===== config.mk =====
export PLATFORM = sky130hd
export DESIGN_NAME = pwm_button_multi_flat
export DESIGN_NICKNAME = d
export VERILOG_FILES = /design/src/rtl/pwm_button_multi_if.sv /design/src/rtl/pwm_button_multi.sv /design/src/flat_wrapper.sv
export SDC_FILE = /design/constraint.sdc
export NUM_CORES = 1
export LEC_CHECK = 0
export ABC_AREA = 1
export CAP_MARGIN = 20
export CORE_MARGIN = 2
export CORE_UTILIZATION = 62
export DETAILED_ROUTE_END_ITERATION = 16
export DONT_BUFFER_PORTS = 1
export PLACE_DENSITY = 0.8
export SKIP_CTS_REPAIR_TIMING = 1
export SYNTH_ARGS = -nofsm -noshare
export SYNTH_HDL_FRONTEND = slang
export SYNTH_SLANG_ARGS = --single-unit

===== constraint.sdc =====
create_clock -name i_clk -period 1.9 [get_ports i_clk]
set_input_delay 0.19 -clock i_clk [delete_from_list [all_inputs] [get_ports i_clk]]
set_output_delay 0.19 -clock i_clk [all_outputs]
set_load 0.03 [all_outputs]

===== src/rtl/pwm_button_multi_if.sv =====
// Pin-side bundle for pwm_button_multi: control and button inputs in, PWM and status out.
// The master drives the buttons and control lines; the slave is the PWM tile itself.
interface pwm_button_multi_if #(
  parameter int WIDTH    = 4,
  parameter int CHANNELS = 2
);
  localparam int SELW = (CHANNELS > 1) ? $clog2(CHANNELS) : 1;

  logic                en;
  logic                btn_up;
  logic                btn_down;
  logic                btn_clr;
  logic [SELW-1:0]     sel;
  logic [CHANNELS-1:0] pwm_out;
  logic [WIDTH-1:0]    duty_sel;
  logic                period_msb;

  modport master (
    output en, btn_up, btn_down, btn_clr, sel,
    input  pwm_out, duty_sel, period_msb
  );

  modport slave (
    input  en, btn_up, btn_down, btn_clr, sel,
    output pwm_out, duty_sel, period_msb
  );
endinterface


===== src/rtl/pwm_button_multi.sv =====
// Multi-channel PWM generator with debounced up/down/clear buttons editing the selected channel.
// Edits land in a pending register and are copied to the active duty at each period boundary.
module pwm_button_multi #(
  parameter int WIDTH    = 4,
  parameter int DEB_LEN  = 7,
  parameter int CHANNELS = 2,
  parameter int WRAP     = 0,
  parameter int INVERT   = 0
) (
  input  logic               i_clk,
  input  logic               i_rst,
  pwm_button_multi_if.slave  bus
);
  localparam int               SELW    = (CHANNELS > 1) ? $clog2(CHANNELS) : 1;
  localparam logic [WIDTH-1:0] DMAX    = '1;
  localparam logic             INV_BIT = (INVERT != 0);
  localparam logic             WRAP_ON = (WRAP != 0);

  // Button index: 0 = up, 1 = down, 2 = clear
  logic [2:0]         w_raw;
  logic [2:0]         w_level;
  logic [2:0]         w_press;
  logic [DEB_LEN-1:0] r_sr [3];
  logic [2:0]         r_lvl;

  logic [WIDTH-1:0]    r_cnt;
  logic [WIDTH-1:0]    r_pend [CHANNELS];
  logic [WIDTH-1:0]    r_act  [CHANNELS];
  logic [CHANNELS-1:0] r_pwm;

  logic             w_sel_ok;
  logic [WIDTH-1:0] w_sel_duty;
  logic [WIDTH-1:0] w_next;
  logic             w_apply;
  logic             w_boundary;

  assign w_raw = {bus.btn_clr, bus.btn_down, bus.btn_up};

  always_ff @(posedge i_clk) begin
    if (i_rst) begin
      for (int b = 0; b < 3; b++) r_sr[b] <= '0;
      r_lvl <= '0;
    end else begin
      for (int b = 0; b < 3; b++) r_sr[b] <= {r_sr[b][DEB_LEN-2:0], w_raw[b]};
      r_lvl <= w_level;
    end
  end

  always_comb begin
    w_level = '0;
    for (int b = 0; b < 3; b++) w_level[b] = &r_sr[b];
  end

  assign w_press = w_level & ~r_lvl;

  // Out-of-range selects read back as 0 and swallow any press
  assign w_sel_ok = (int'(bus.sel) < CHANNELS);

  always_comb begin
    w_sel_duty = '0;
    for (int c = 0; c < CHANNELS; c++) begin
      if (c == int'(bus.sel)) w_sel_duty = r_pend[c];
    end
  end

  always_comb begin
    w_next = w_sel_duty;
    if (w_press[2]) begin
      w_next = '0;
    end else if (w_press[0] && w_press[1]) begin
      w_next = w_sel_duty;
    end else if (w_press[0]) begin
      if (w_sel_duty == DMAX) w_next = WRAP_ON ? '0 : DMAX;
      else                    w_next = w_sel_duty + WIDTH'(1);
    end else if (w_press[1]) begin
      if (w_sel_duty == '0) w_next = WRAP_ON ? DMAX : '0;
      else                  w_next = w_sel_duty - WIDTH'(1);
    end
  end

  assign w_apply    = (|w_press) && w_sel_ok;
  assign w_boundary = bus.en && (r_cnt == DMAX);

  always_ff @(posedge i_clk) begin
    if (i_rst) begin
      for (int c = 0; c < CHANNELS; c++) r_pend[c] <= '0;
    end else if (w_apply) begin
      for (int c = 0; c < CHANNELS; c++) begin
        if (c == int'(bus.sel)) r_pend[c] <= w_next;
      end
    end
  end

  // The commit samples pending before this edge's press, so a coincident press waits a period
  always_ff @(posedge i_clk) begin
    if (i_rst) begin
      r_cnt <= '0;
      r_pwm <= '0;
      for (int c = 0; c < CHANNELS; c++) r_act[c] <= '0;
    end else if (bus.en) begin
      r_cnt <= r_cnt + WIDTH'(1);
      for (int c = 0; c < CHANNELS; c++) r_pwm[c] <= (r_cnt < r_act[c]);
      if (w_boundary) begin
        for (int c = 0; c < CHANNELS; c++) r_act[c] <= r_pend[c];
      end
    end
  end

  assign bus.pwm_out    = r_pwm ^ {CHANNELS{INV_BIT}};
  assign bus.duty_sel   = w_sel_duty;
  assign bus.period_msb = r_cnt[WIDTH-1];
endmodule


===== src/flat_wrapper.sv =====
// flat-port wrapper written by rule: the top's interface ports become plain ports
module pwm_button_multi_flat 
#(
  parameter int WIDTH    = 4,
  parameter int DEB_LEN  = 7,
  parameter int CHANNELS = 2,
  parameter int WRAP     = 0,
  parameter int INVERT   = 0
)
  (i_clk, i_rst, bus_en, bus_btn_up, bus_btn_down, bus_btn_clr, bus_sel, bus_pwm_out, bus_duty_sel, bus_period_msb);
  pwm_button_multi_if #(.WIDTH(WIDTH), .CHANNELS(CHANNELS)) bus_i ();
  input  logic i_clk;
  input  logic i_rst;
  input wire logic [$bits(bus_i.en)-1:0] bus_en;
  input wire logic [$bits(bus_i.btn_up)-1:0] bus_btn_up;
  input wire logic [$bits(bus_i.btn_down)-1:0] bus_btn_down;
  input wire logic [$bits(bus_i.btn_clr)-1:0] bus_btn_clr;
  input wire logic [$bits(bus_i.sel)-1:0] bus_sel;
  output wire logic [$bits(bus_i.pwm_out)-1:0] bus_pwm_out;
  output wire logic [$bits(bus_i.duty_sel)-1:0] bus_duty_sel;
  output wire logic [$bits(bus_i.period_msb)-1:0] bus_period_msb;
  assign bus_i.en = bus_en;
  assign bus_i.btn_up = bus_btn_up;
  assign bus_i.btn_down = bus_btn_down;
  assign bus_i.btn_clr = bus_btn_clr;
  assign bus_i.sel = bus_sel;
  assign bus_pwm_out = bus_i.pwm_out;
  assign bus_duty_sel = bus_i.duty_sel;
  assign bus_period_msb = bus_i.period_msb;
  pwm_button_multi #(.WIDTH(WIDTH), .DEB_LEN(DEB_LEN), .CHANNELS(CHANNELS), .WRAP(WRAP), .INVERT(INVERT)) u_core (.i_clk(i_clk), .i_rst(i_rst), .bus(bus_i));
endmodule

=== Word-level counts from Yosys, hierarchy flattened ===
Memory sizes are Yosys's and may differ from the RTL's.
Index checks and enable logic that the tools add are counted.

* Latch bits: 0
* Register bits: 9
* Memory bits (writable): 37
* Memories: 3
* Memory bits (read-only): 0
* Output and inout port bits: 7
* Bits of input ports: 7
* Logic and storage cells: 58

* Equality and inequality tests: 2
* Add/sub/neg operators: 3
* $lt $le $gt $ge: 2
* Multiply operators: 0
* Reduce and logical (&&, ||, !) cells: 7
* Bitwise gates (word level): 9
* Shifts and indexed selects: 0
* Muxes and demuxes: 29
* Divide/modulo/power cells: 0

{| class="wikitable"
|+ Memory list
! name !! depth !! width !! rd ports !! clocked after memory_dff !! wr ports !! RTL line !! RTL
|-
| u_core.r_sr || 3 || 7 || 3 || 0 || 3 || pwm_button_multi.sv:23 || <nowiki>logic [DEB_LEN-1:0] r_sr [3];</nowiki>
|-
| u_core.r_act || 2 || 4 || 2 || 0 || 2 || pwm_button_multi.sv:28 || <nowiki>logic [WIDTH-1:0] r_act [CHANNELS];</nowiki>
|-
| u_core.r_pend || 2 || 4 || 2 || 0 || 2 || pwm_button_multi.sv:27 || <nowiki>logic [WIDTH-1:0] r_pend [CHANNELS];</nowiki>
|}

{| class="wikitable"
|+ Operators by type and width
! operator !! number
|-
| $mux W4 || 11
|-
| $mux W7 || 3
|-
| $reduce_and A7 Y1 || 3
|-
| $mux W1 || 15
|-
| $add A4 B1 Y4 const B || 2
|-
| $eq A4 B4 Y1 const B || 2
|-
| $lt A4 B4 Y1 || 2
|-
| $or A1 B1 Y1 || 7
|-
| $logic_not A4 Y1 || 1
|-
| $sub A4 B1 Y4 const B || 1
|-
| $and A3 B3 Y3 || 1
|-
| $not A3 Y3 || 1
|-
| $reduce_or A3 Y1 || 1
|-
| $logic_and A1 B1 Y1 || 2
|}

=== Logic depth before layout (Yosys ltp) ===
Gate-level depths: netlist of the first run.
An unclocked memory read counts as a cell.

* Depth after elaboration: 9
* Mapped depth: 13
* Depth with buffers taken out: 12

=== Worst setup path before layout of the first run ===
Ideal clock, no wire load.

* Kind: reg2reg
* From: mem u_core.r_pend[0][1]
* To: mem u_core.r_pend[0][2] (data pin)
* Arrival: 1.474 ns
* Setup time: 0.260 ns
* Setup slack: 0.166 ns
* Path buffers: 0
* Required time: 1.640 ns
* Period minus slack after synthesis: 1.734 ns
* Stages on the path, launching flop included: 13
* Cell sequence: edfxtp_1 inv_1 o21ai_2 inv_1 ha_1 inv_1 nor2_4 nand2_1 nand2_1 nand2_1 nand2_1 nand2_1 a21oi_1

{| class="wikitable"
|+ RTL lines
! element !! RTL line
|-
| start, declared || pwm_button_multi.sv:27
|}

==> results by group, run 1 <==
STA
  • Final setup violation count: 0
  • Min Hold Slack: roughly 0.021 ns
  • Slew Limit Fails: 0
  • Worst Tran Pin Value: 0.8804 ns
  • Final hold vios: 0
  • Fmax: slightly below 0.6 GHz
  • Relative slew slack: 0.4112
  • Final period util: 0.9078
  • Clock skew: 0.01069 ns
  • Final Critical Period: 1.725 ns

Critical path
  • Data arrival, critical path: about 1.8 ns
  • Critical Path Fanout Max: 6
  • Crit. Startpoint: u_core.r_pend[0][0]$_DFFE_PP_
  • RR Startpoint: u_core.r_pend[0][0]$_DFFE_PP_
  • Worst EP required: about 2.0 ns
  • Setup CP Type: flip-flop to flip-flop
  • Startpoint types: flip-flop
  • Critical Path, Cell by Cell: inv_2, o21ai_4, inv_2, ha_2, inv_1, nand2_1, nor2_1, nor2_2, nand2_1, a21oi_2
  • CP max-delay cell: edfxtp_1
  • Crit. End Element: flip-flop
  • Max incr delay on CP: approximately 0.36 ns

Synthesis
  • Ys async rst share: 0
  • Main combinational cell family by area after synthesis: simple AND/OR/NAND/NOR gates
  • XOR/XNOR Fraction of Synth Area: 0.008140
  • Simple-Gate Fraction of Synth Area: 0.2791
  • Mapped Area: ~2200 sq um
  • Gate Count Post-Synth: 260
  • Post-synth cell types: 27
  • Synth Register Bits: between 40 and 50
  • Synthesized Nets: roughly 280
  • Mux cell area share after synthesis: 0
  • Adder-cell area share of the yosys netlist: 0.05233
  • Synth Area in Compound Gates: 0.05349
  • Ys flop type: dfxtp_1
  • Synth Warn #: 0
  • Post-synth EDFFs: 16
  • Syn Area/Cell: slightly above 8 sq um
  • Seq/Total Area, Yosys: 0.5023

Routing
  • Antenna viol nets, final: 0
  • WL per Instance: approximately 12 microns
  • DRT iter0 DRCs: 76
  • Vias post-DR: 1555
  • Router iterations before antenna repair: 6
  • DRC: 0
  • Final wirelength: 3653 microns
  • Via density: a little under 5

Hold path
  • Hold path startpoint: bus_en
  • HP Class: input port to flip-flop

Layout
  • Finished Core Util: 0.6970
  • Antenna cell count: 0
  • Layout cells sized above 1: 0.1296
  • Register area: 1081 sq um
  • Multi-input gate area: ~860 sq um
  • Final #Nets: ~290
  • Design area: approximately 2300 sq um
  • Layout Area Growth over Synthesis: 8.081%
  • Fill cells: roughly 290

Floorplanning
  • DIE HEIGHT: roughly 63 microns
  • Num rows: 21
  • Core outline area: around 3300 sq um
  • Die width: roughly 63 microns
  • Initial Util: 0.6449
  • Die area: just under 4000 sq um
  • Ports: 14

GRT
  • Vias in the first global route: between 1500 and 2000
  • First-pass GRT wire length: 6548 microns
  • Total congestion overflow: 0
  • Largest net degree at the start of global routing: 28
  • Initial antenna violation count: 0
  • GRT Total Usage: 0.2096

Place
  • DP Area: between 2000 and 2500 sq um
  • GP Congestion: 0.8320
  • Port-buffer cells: 0
  • DP HPWL: between 2000 and 3000 microns

Power
  • Leakage: between 1 and 1.5 nW
  • Worst VDD drop: approximately 0.00037 V
  • P per Cell Area: 745.2 nW/um^2

CTS
  • Clock Tree Buf Depth: 2
  • Clock transition at path regs: approximately 0.13 ns
  • Clk root buf: clkbuf_4
  • CTS tree: built
  • CTS H-Tree Depth: 2
  • Clock Latency Late Sink: about 0.35 ns
  • TritonCTS Buffers: 5
  • CTS sink cnt: 46

Run
  • Max-Cap Viols: 0

Outcome
  • Outcome: finished, final reports clean
-- sequential cells by signal (all words and copies together) (netlist names) --
signal / flops
u_core.r_sr: 21
u_core.r_act: 8
u_core.r_pend: 8
u_core.r_cnt: 4
u_core.r_lvl: 3
u_core.bus.pwm_out: 2
-- placed cells by master (no fill, tap or decap), drive strengths merged --
cell type	instances
nand2	57
o21ai	8
nand3b	1
nand3	13
ha	9
edfxtp	16
dfxtp	30
clkbuf	7
xor2	1
dlygate4sd3	5
nor3	2
nor2	51
inv	54
a21oi	12
nand4	2
xnor2	1
buf	1
-- through the flow --
step | power, mW | setup TNS (ns) | instances | setup slack, ns
finish | 1.733 | 0 | 316 | 0.1752
detailed placement | 1.207 | 0 | 303 | 0.09147
floorplan | 1.194 | 0 | 260 | 0.1664
CTS | 1.729 | 0 | 311 | 0.06758
global placement | 1.202 | 0 | 303 | 0.1366
global route | 1.814 | -0.008180 | 316 | -0.004136
-- cells by family (layout without fill, tap and decap cells) --
kind of cell / Yosys count / after routing
buffers and inverters: 57 / 67
AO/OA/AOI/OAI: 20 / 20
adder cells (fa/ha/maj): 9 / 9
XOR/XNOR: 2 / 2
flip-flops: 46 / 46
AND/OR/NAND/NOR: 126 / 126
-- synthesized netlist by cell type (2+ instances only) --
| cell | n | area [sq um] |
|---|---|---|
| nand3_1 | 9 | 45.04 |
| nand2_2 | 3 | 18.77 |
| nor3_1 | 2 | 10.01 |
| o21ai_0 | 6 | 30.03 |
| nor2_1 | 45 | 168.9 |
| inv_1 | 51 | 191.4 |
| nor2_4 | 4 | 45.04 |
| nand2_4 | 3 | 33.78 |
| nor2_2 | 2 | 12.51 |
| edfxtp_1 | 16 | 480.5 |
| buf_1 | 2 | 7.510 |
| dfxtp_1 | 30 | 600.6 |
| a21oi_1 | 12 | 60.06 |
| nand3_2 | 4 | 40.04 |
| nand2_1 | 51 | 191.4 |
| ha_1 | 9 | 112.6 |
-- power by group --
part           internal [mW]  leakage, nW  switching [mW]
combinational         0.0452        0.566          0.0905
sequential              1.05        0.409          0.0231
clock                  0.227       0.0410           0.302
-- worst max-delay path, delay by kind of cell (launching register included) --
kind,cells,cell delay [ns]
fa+ha+maj,1,0.28
flops,1,0.36
buf+inv,3,0.18
simple gates,4,0.27
compound gates,2,0.40
-- final cells by class --
cell class                 count  share of cell area
clock buffer                   7             0.02851
clock inverter                 1            0.002690
inverter                      53             0.08661
multi-input combinational    157              0.3679
sequential                    46              0.4648
tap                           46             0.02474
timing repair buffer           6             0.02474
-- layer usage --
layer,vias to the layer above,routed length (microns),share of wire,GRT usage
met1,701,1600,0.44,0.2544
met4,0,59,0.016,0.08611
met2,28,1879,0.51,0.3524
li1,820,-,-,-
met5,-,0,0,0
met3,6,114,0.031,0.05405
-- path summary, 6_finish.rpt --
kind                                   end  slack (ns)  cells after the start
max          u_core.r_pend[0][5]$_DFFE_PP_        0.18                     10
min           u_core.r_cnt[0]$_SDFFE_PP0P_        0.02                      3
max reg2reg  u_core.r_pend[0][5]$_DFFE_PP_        0.18                     10
min reg2reg  u_core.r_sr[0][17]$_SDFF_PP0_        0.43                      2
(Power assumes the default switching activity.)
==> run 2: changes to the inputs <==
==> constraint.sdc (replaced) <==
create_clock -name i_clk -period 1.8 [get_ports i_clk]
set_input_delay 0.18 -clock i_clk [delete_from_list [all_inputs] [get_ports i_clk]]
set_output_delay 0.18 -clock i_clk [all_outputs]
set_load 0.03 [all_outputs]
==> run 2 against run 1 <==
Utilization grew 0.15 points. Final area grew 0.22%. Clock skew fell by 0.0032 ns. Combinational power rose by 4%. Highest routed layer unchanged. Non-clock buffer count is 2 higher.
==> results by group, run 2 (synthesized netlist as in run 1, its figures left out) <==
Hold path
  • Hold path startpoint: bus_en
  • HP Class: input port to flip-flop
  • WHS Endpoint: u_core.r_cnt[2]$_SDFFE_PP0P_
  • Hold depth: 2

Power
  • Switching share of total power: 0.2403
  • Pint: 1.391 mW
  • P per Cell Area: between 700 and 800 nW/um^2
  • Sequential share of power: 0.616
  • P_sw: approximately 0.44 mW
  • Leakage: about 1.0 nW
  • Clock power frac: 0.307
  • Tot Pwr: approximately 1.8 mW
  • Worst VDD drop: roughly 0.00052 V
  • Combinational share of power: 0.077

Floorplanning
  • Initial Util: 0.6449
  • Die width: approximately 63 microns
  • Core outline area: 3337 sq um
  • DIE HEIGHT: ~63 microns
  • Ports: 14
  • Die area: between 3000 and 4000 sq um
  • Num rows: 21

CTS
  • Clock Tree Buf Depth: 2
  • CTS H-Tree Depth: 2
  • Clock transition at path regs: 0.13 ns
  • Clock Latency Late Sink: between 0.3 and 0.4 ns
  • TritonCTS Buffers: 5
  • CTS sink cnt: 46
  • CTS tree: built
  • Clk root buf: clkbuf_4

Layout
  • Design area: 2331 sq um
  • Commonest non-fill, non-tap cells in the layout: inv_1, nand2_1, nor2_1
  • Fill cells: around 280
  • Layout Area Growth over Synthesis: 8.314%
  • Multi-input gate area: between 800 and 900 sq um
  • Register area: 1081 sq um
  • Final #Nets: roughly 290
  • Top reg by flops: u_core.r_sr
  • Largest regs: u_core.r_sr: 21 flops, u_core.r_act: 8 flops, u_core.r_pend: 8 flops
  • Max FFs per register: 21
  • Antenna cell count: 0
  • Layout cells sized above 1: 0.1140

GRT
  • Initial antenna violation count: 0
  • Largest net degree at the start of global routing: 28
  • GRT Total Usage: 0.1981
  • Total congestion overflow: 0
  • First-pass GRT wire length: between 6000 and 7000 microns
  • Vias in the first global route: around 1500

STA
  • Final period util: 0.8863
  • Fmax: ~0.63 GHz
  • Worst Tran Pin Value: 0.8738 ns
  • Relative slew slack: 0.4155
  • RSZ-0062 raised after global routing: false
  • Final hold vios: 0
  • Final setup violation count: 0
  • Clock skew: between 0.007 and 0.008 ns
  • Slew Limit Fails: 0
  • Setup TNS: 0 ns
  • Final Critical Period: ~1.6 ns
  • Post-route setup slack: around 0.2 ns

Critical path
  • Top cell family by delay on the critical path: flip-flops
  • Worst EP required: between 1.5 and 2 ns
  • Setup slack, reg-to-reg: slightly above 0.2 ns
  • Setup CP Type: flip-flop to flip-flop
  • Crit. End Element: flip-flop
  • Data arrival, critical path: about 1.7 ns
  • Critical Path Fanout Max: 4
  • WP buf/inv: 3
  • RR Startpoint: u_core.r_pend[0][0]$_DFFE_PP_
  • Critical Path, Cell by Cell: inv_1, o21ai_4, inv_1, ha_1, inv_1, nor2_4, nand2_1, nand2_1, nand2_1, nand2_1, nand2_1, a21oi_1
  • Reg2reg end: u_core.r_pend[0][2]$_DFFE_PP_
  • FF-to-FF path depth: 12
  • CP max-delay cell: edfxtp_1
  • Most frequent cell on the critical path: nand2_1
  • Startpoint types: flip-flop
  • Max incr delay on CP: 0.35 ns

Place
  • GP Congestion: 0.9058
  • Place WS: ~0.24 ns
  • DP Area: roughly 2200 sq um
  • Port-buffer cells: 0
  • DP HPWL: 2528 microns

Routing
  • DRC: 0
  • Final wirelength: roughly 3500 microns
  • Antenna viol nets, final: 0
  • Router iterations before antenna repair: 4
  • Via density: approximately 5.0
  • WL per Instance: between 10 and 15 microns
  • DRT iter0 DRCs: between 40 and 50
  • Vias post-DR: approximately 1600

Run
  • Max-Cap Viols: 0

Outcome
  • Outcome: finished, final reports clean
==> run 2: worst max-delay path by stage <==
stage / cells after the start / from / endpoint / slack [ns]
finish: 12 / u_core.r_pend[0][0]$_DFFE_PP_ / u_core.r_pend[0][2]$_DFFE_PP_ / 0.20
global route: 11 / u_core.r_pend[0][0]$_DFFE_PP_ / u_core.r_pend[0][5]$_DFFE_PP_ / 0.01
CTS: 11 / u_core.r_pend[0][0]$_DFFE_PP_ / u_core.r_pend[0][5]$_DFFE_PP_ / 0.20
detailed placement: 12 / u_core.r_pend[0][0]$_DFFE_PP_ / u_core.r_pend[0][2]$_DFFE_PP_ / 0.24
global placement: 11 / u_core.r_pend[0][4]$_DFFE_PP_ / u_core.r_pend[0][1]$_DFFE_PP_ / 0.27
floorplan: 12 / u_core.r_pend[0][1]$_DFFE_PP_ / u_core.r_pend[0][2]$_DFFE_PP_ / 0.07
==> run 2: power groups by stage <==
stage               registers [mW]  clock network, mW  logic [mW]
floorplan                     1.15                  0       0.114
global route                  1.13              0.617       0.164
global placement              1.15                  0       0.121
detailed placement            1.15                  0       0.124
finish                        1.13              0.562       0.142
CTS                           1.13              0.575       0.125
==> run 2: routing by layer <==
metal | wire length [microns] | GRT usage | up-vias
met1 | 1485 | 0.2438 | 729
met5 | 0 | 0 | -
met4 | 72 | 0.08056 | 0
met3 | 168 | 0.05225 | 7
li1 | - | - | 815
met2 | 1742 | 0.3298 | 35
==> run 2: cell type report <==
class	count	area share
Clock buffer	7	0.02845
Timing Repair Buffer	8	0.03113
Clock inverter	1	0.002684
Inverter	53	0.08642
Multi-Input combinational cell	157	0.3629
Sequential cell	46	0.4638
Tap cell	46	0.02469
==> run 2: metrics by stage <==
step | hold WS (ns) | utilization | std cells
floorplan | 0.2741 | - | 260
global placement | 0.2527 | 0.6618 | 305
detailed placement | 0.2550 | 0.6618 | 305
CTS | -0.1363 | 0.6835 | 313
global route | 0.008653 | 0.6985 | 318
finish | 0.01945 | 0.6985 | 318
==> run 3: changes to the inputs <==
--- a/config.mk
+++ b/config.mk
@@ -5,13 +5,12 @@
 export SDC_FILE = /design/constraint.sdc
 export NUM_CORES = 1
 export LEC_CHECK = 0
-export ABC_AREA = 1
 export CAP_MARGIN = 20
 export CORE_MARGIN = 2
-export CORE_UTILIZATION = 62
+export CORE_UTILIZATION = 61
 export DETAILED_ROUTE_END_ITERATION = 16
 export DONT_BUFFER_PORTS = 1
-export PLACE_DENSITY = 0.8
+export PLACE_DENSITY = 0.79
 export SKIP_CTS_REPAIR_TIMING = 1
 export SYNTH_ARGS = -nofsm -noshare
 export SYNTH_HDL_FRONTEND = slang
==> run 3 against run 2 <==
The flow now finishes with violations (setup timing). Synthesized cell count fell by 30%. Combinational power up 20%. First-iteration DRC count did not move. Area after synthesis is 7.2% lower. Critical path type unchanged. Largest power group unchanged.
==> results by group, run 3 <==
GRT
  • Vias in the first global route: 1364
  • Largest net degree at the start of global routing: 33
  • GRT Total Usage: 0.2119
  • First-pass GRT wire length: 5713 microns
  • Initial antenna violation count: 0
  • Total congestion overflow: 0

Floorplanning
  • Num rows: 20
  • Core outline area: about 3000 sq um
  • DIE HEIGHT: 61.22 microns
  • Initial Util: 0.6488
  • Ports: 14
  • Die area: between 3000 and 4000 sq um
  • Die width: around 61 microns

CTS
  • Clk root buf: clkbuf_4
  • CTS sink cnt: 46
  • TritonCTS Buffers: 5
  • CTS tree: built
  • Clock transition at path regs: ~0.13 ns
  • Clock Latency Late Sink: 0.35 ns
  • Clock Tree Buf Depth: 2
  • CTS H-Tree Depth: 2

STA
  • RSZ-0062 raised after global routing: true
  • Relative slew slack: 0.4105
  • Post-route setup slack: -0.1322 ns
  • Clock skew: slightly above 0.007 ns
  • Final setup violation count: 8
  • Final Critical Period: 1.932 ns
  • Slew Limit Fails: 0
  • Final hold vios: 0
  • Final period util: 1.073
  • Fmax: ~0.52 GHz
  • Setup TNS: -0.4356 ns
  • Worst Tran Pin Value: 0.8814 ns

Synthesis
  • Cell with the most instances after synthesis: dfxtp_1
  • Top cells by count, synth: dfxtp_1, nor2b_1, edfxtp_1
  • Post-synth cell types: 39
  • Ys flop type: dfxtp_1
  • Largest area contributor in the netlist: dfxtp_1
  • Mapped Area: around 2000 sq um
  • Largest cells by area after synthesis: dfxtp_1, edfxtp_1, nor2b_1
  • Post-synth top area share: 0.3008
  • Synth Register Bits: 46
  • Post-synth EDFFs: 16
  • Ys async rst share: 0
  • Seq/Total Area, Yosys: 0.5414
  • Synthesized Nets: about 200
  • Syn Area/Cell: 10.91 sq um
  • Synth Warn #: 0
  • Gate Count Post-Synth: between 150 and 200

Critical path
  • Startpoint types: flip-flop
  • Data arrival, critical path: approximately 2.0 ns
  • FF-to-FF path depth: 7
  • Setup CP Type: flip-flop to flip-flop
  • Setup crit end: u_core.r_pend[0][6]$_DFFE_PP_
  • Worst EP required: between 1.5 and 2 ns
  • RR Startpoint: u_core.r_pend[0][4]$_DFFE_PP_
  • Crit. End Element: flip-flop
  • Critical Path Fanout Max: 3
  • Crit. Startpoint: u_core.r_pend[0][4]$_DFFE_PP_
  • Setup slack, reg-to-reg: -0.13 ns
  • Reg2reg end: u_core.r_pend[0][6]$_DFFE_PP_

Layout
  • Top reg by flops: u_core.r_sr
  • Layout cells sized above 1: 0.2500
  • Most common cell after layout, fill and taps aside: dfxtp_1
  • Multi-input gate area: 905.9 sq um
  • Final #Nets: 223
  • Register area: ~1100 sq um
  • Antenna cell count: 0
  • Largest regs: u_core.r_sr: 21 flops, u_core.r_act: 8 flops, u_core.r_pend: 8 flops
  • Non-Filler Instances: 252
  • Commonest non-fill, non-tap cells in the layout: dfxtp_1, nor2b_1, buf_4, edfxtp_1, inv_1
  • Finished Core Util: 0.7772
  • Fill cells: 197
  • Max FFs per register: 21
  • Layout Area Growth over Synthesis: 19.80%

Run
  • Max-Cap Viols: 0

Routing
  • Router iterations before antenna repair: 4
  • Final wirelength: approximately 3900 microns
  • Vias post-DR: between 1000 and 1500
  • Via density: 5.496
  • Antenna viol nets, final: 0
  • DRC: 0
  • DRT iter0 DRCs: 49
  • WL per Instance: about 15 microns

Hold path
  • HP Class: input port to flip-flop

Place
  • DP HPWL: 2509 microns
  • Port-buffer cells: 0
  • DP Cell Count: between 200 and 250
  • Place WS: -0.08406 ns
  • GP Congestion: approximately 0.88

Outcome
  • Outcome: finished, violations left
  • Failing checks: setup timing

Power
  • Leakage: approximately 0.94 nW
  • P per Cell Area: approximately 830 nW/um^2
  • Worst VDD drop: approximately 0.00055 V
==> run 3: through the flow <==
| step | instance area, sq um | hold slack (ns) | power, mW |
|---|---|---|---|
| finish | 2392 | 0.01292 | 1.990 |
| global route | 2392 | 0.002440 | 2.062 |
| detailed placement | 2133 | 0.2561 | 1.294 |
| global placement | 2133 | 0.2544 | 1.286 |
| floorplan | 1997 | 0.2589 | 1.260 |
| CTS | 2235 | -0.1400 | 1.955 |
==> run 3: metal layers <==
layer	GRT usage	vias up	wire, microns
li1	-	681	-
met1	0.2327	661	1595
met2	0.3830	38	2066
met3	0.05042	5	179
met4	0.09938	0	36
met5	0	-	0
==> run 3: cell type report <==
class                   instances  share of cell area
well taps                      44             0.02301
multi-input cells             119              0.3787
repair buffers                 23             0.08211
flip-flops and latches         46              0.4550
clock buffers                   8             0.04236
inverters                      12             0.01883
==> run 3: worst max-delay path: stages, from the launching register on <==
cell and delay (ns):
edfxtp_1 0.44, mux2i_2 0.25, buf_4 0.16, ha_1 0.21, buf_4 0.16, nor2_1 0.05
o21ai_0 0.27, a211oi_2 0.14
==> run 3: cell families after synthesis <==
kind of cell / synth area share
compound gates: 0.07957
xor+xnor: 0.01316
fa+ha+maj: 0.05639
buf+inv: 0.03821
flops: 0.5414
mux: 0.02569
simple gates: 0.2456
==> run 3: how the worst min path moves through the flow <==
stage / cells past startpoint / to / from
after floorplan: 1 / u_core.r_sr[0][12]$_SDFF_PP0_ / i_rst
after global placement: 1 / u_core.bus.pwm_out[0]$_SDFFE_PP0P_ / i_rst
after detailed placement: 1 / u_core.bus.pwm_out[1]$_SDFFE_PP0P_ / i_rst
after CTS: 1 / u_core.bus.pwm_out[1]$_SDFFE_PP0P_ / i_rst
after global routing: 2 / u_core.r_cnt[1]$_SDFFE_PP0P_ / bus_en
final: 2 / u_core.r_cnt[1]$_SDFFE_PP0P_ / bus_en
==> run 3: report_power, final <==
group | switching [mW] | internal, mW | total [mW]
sequential | 0.0292 | 1.11 | 1.14
clock | 0.324 | 0.360 | 0.684
combinational | 0.0929 | 0.0780 | 0.171
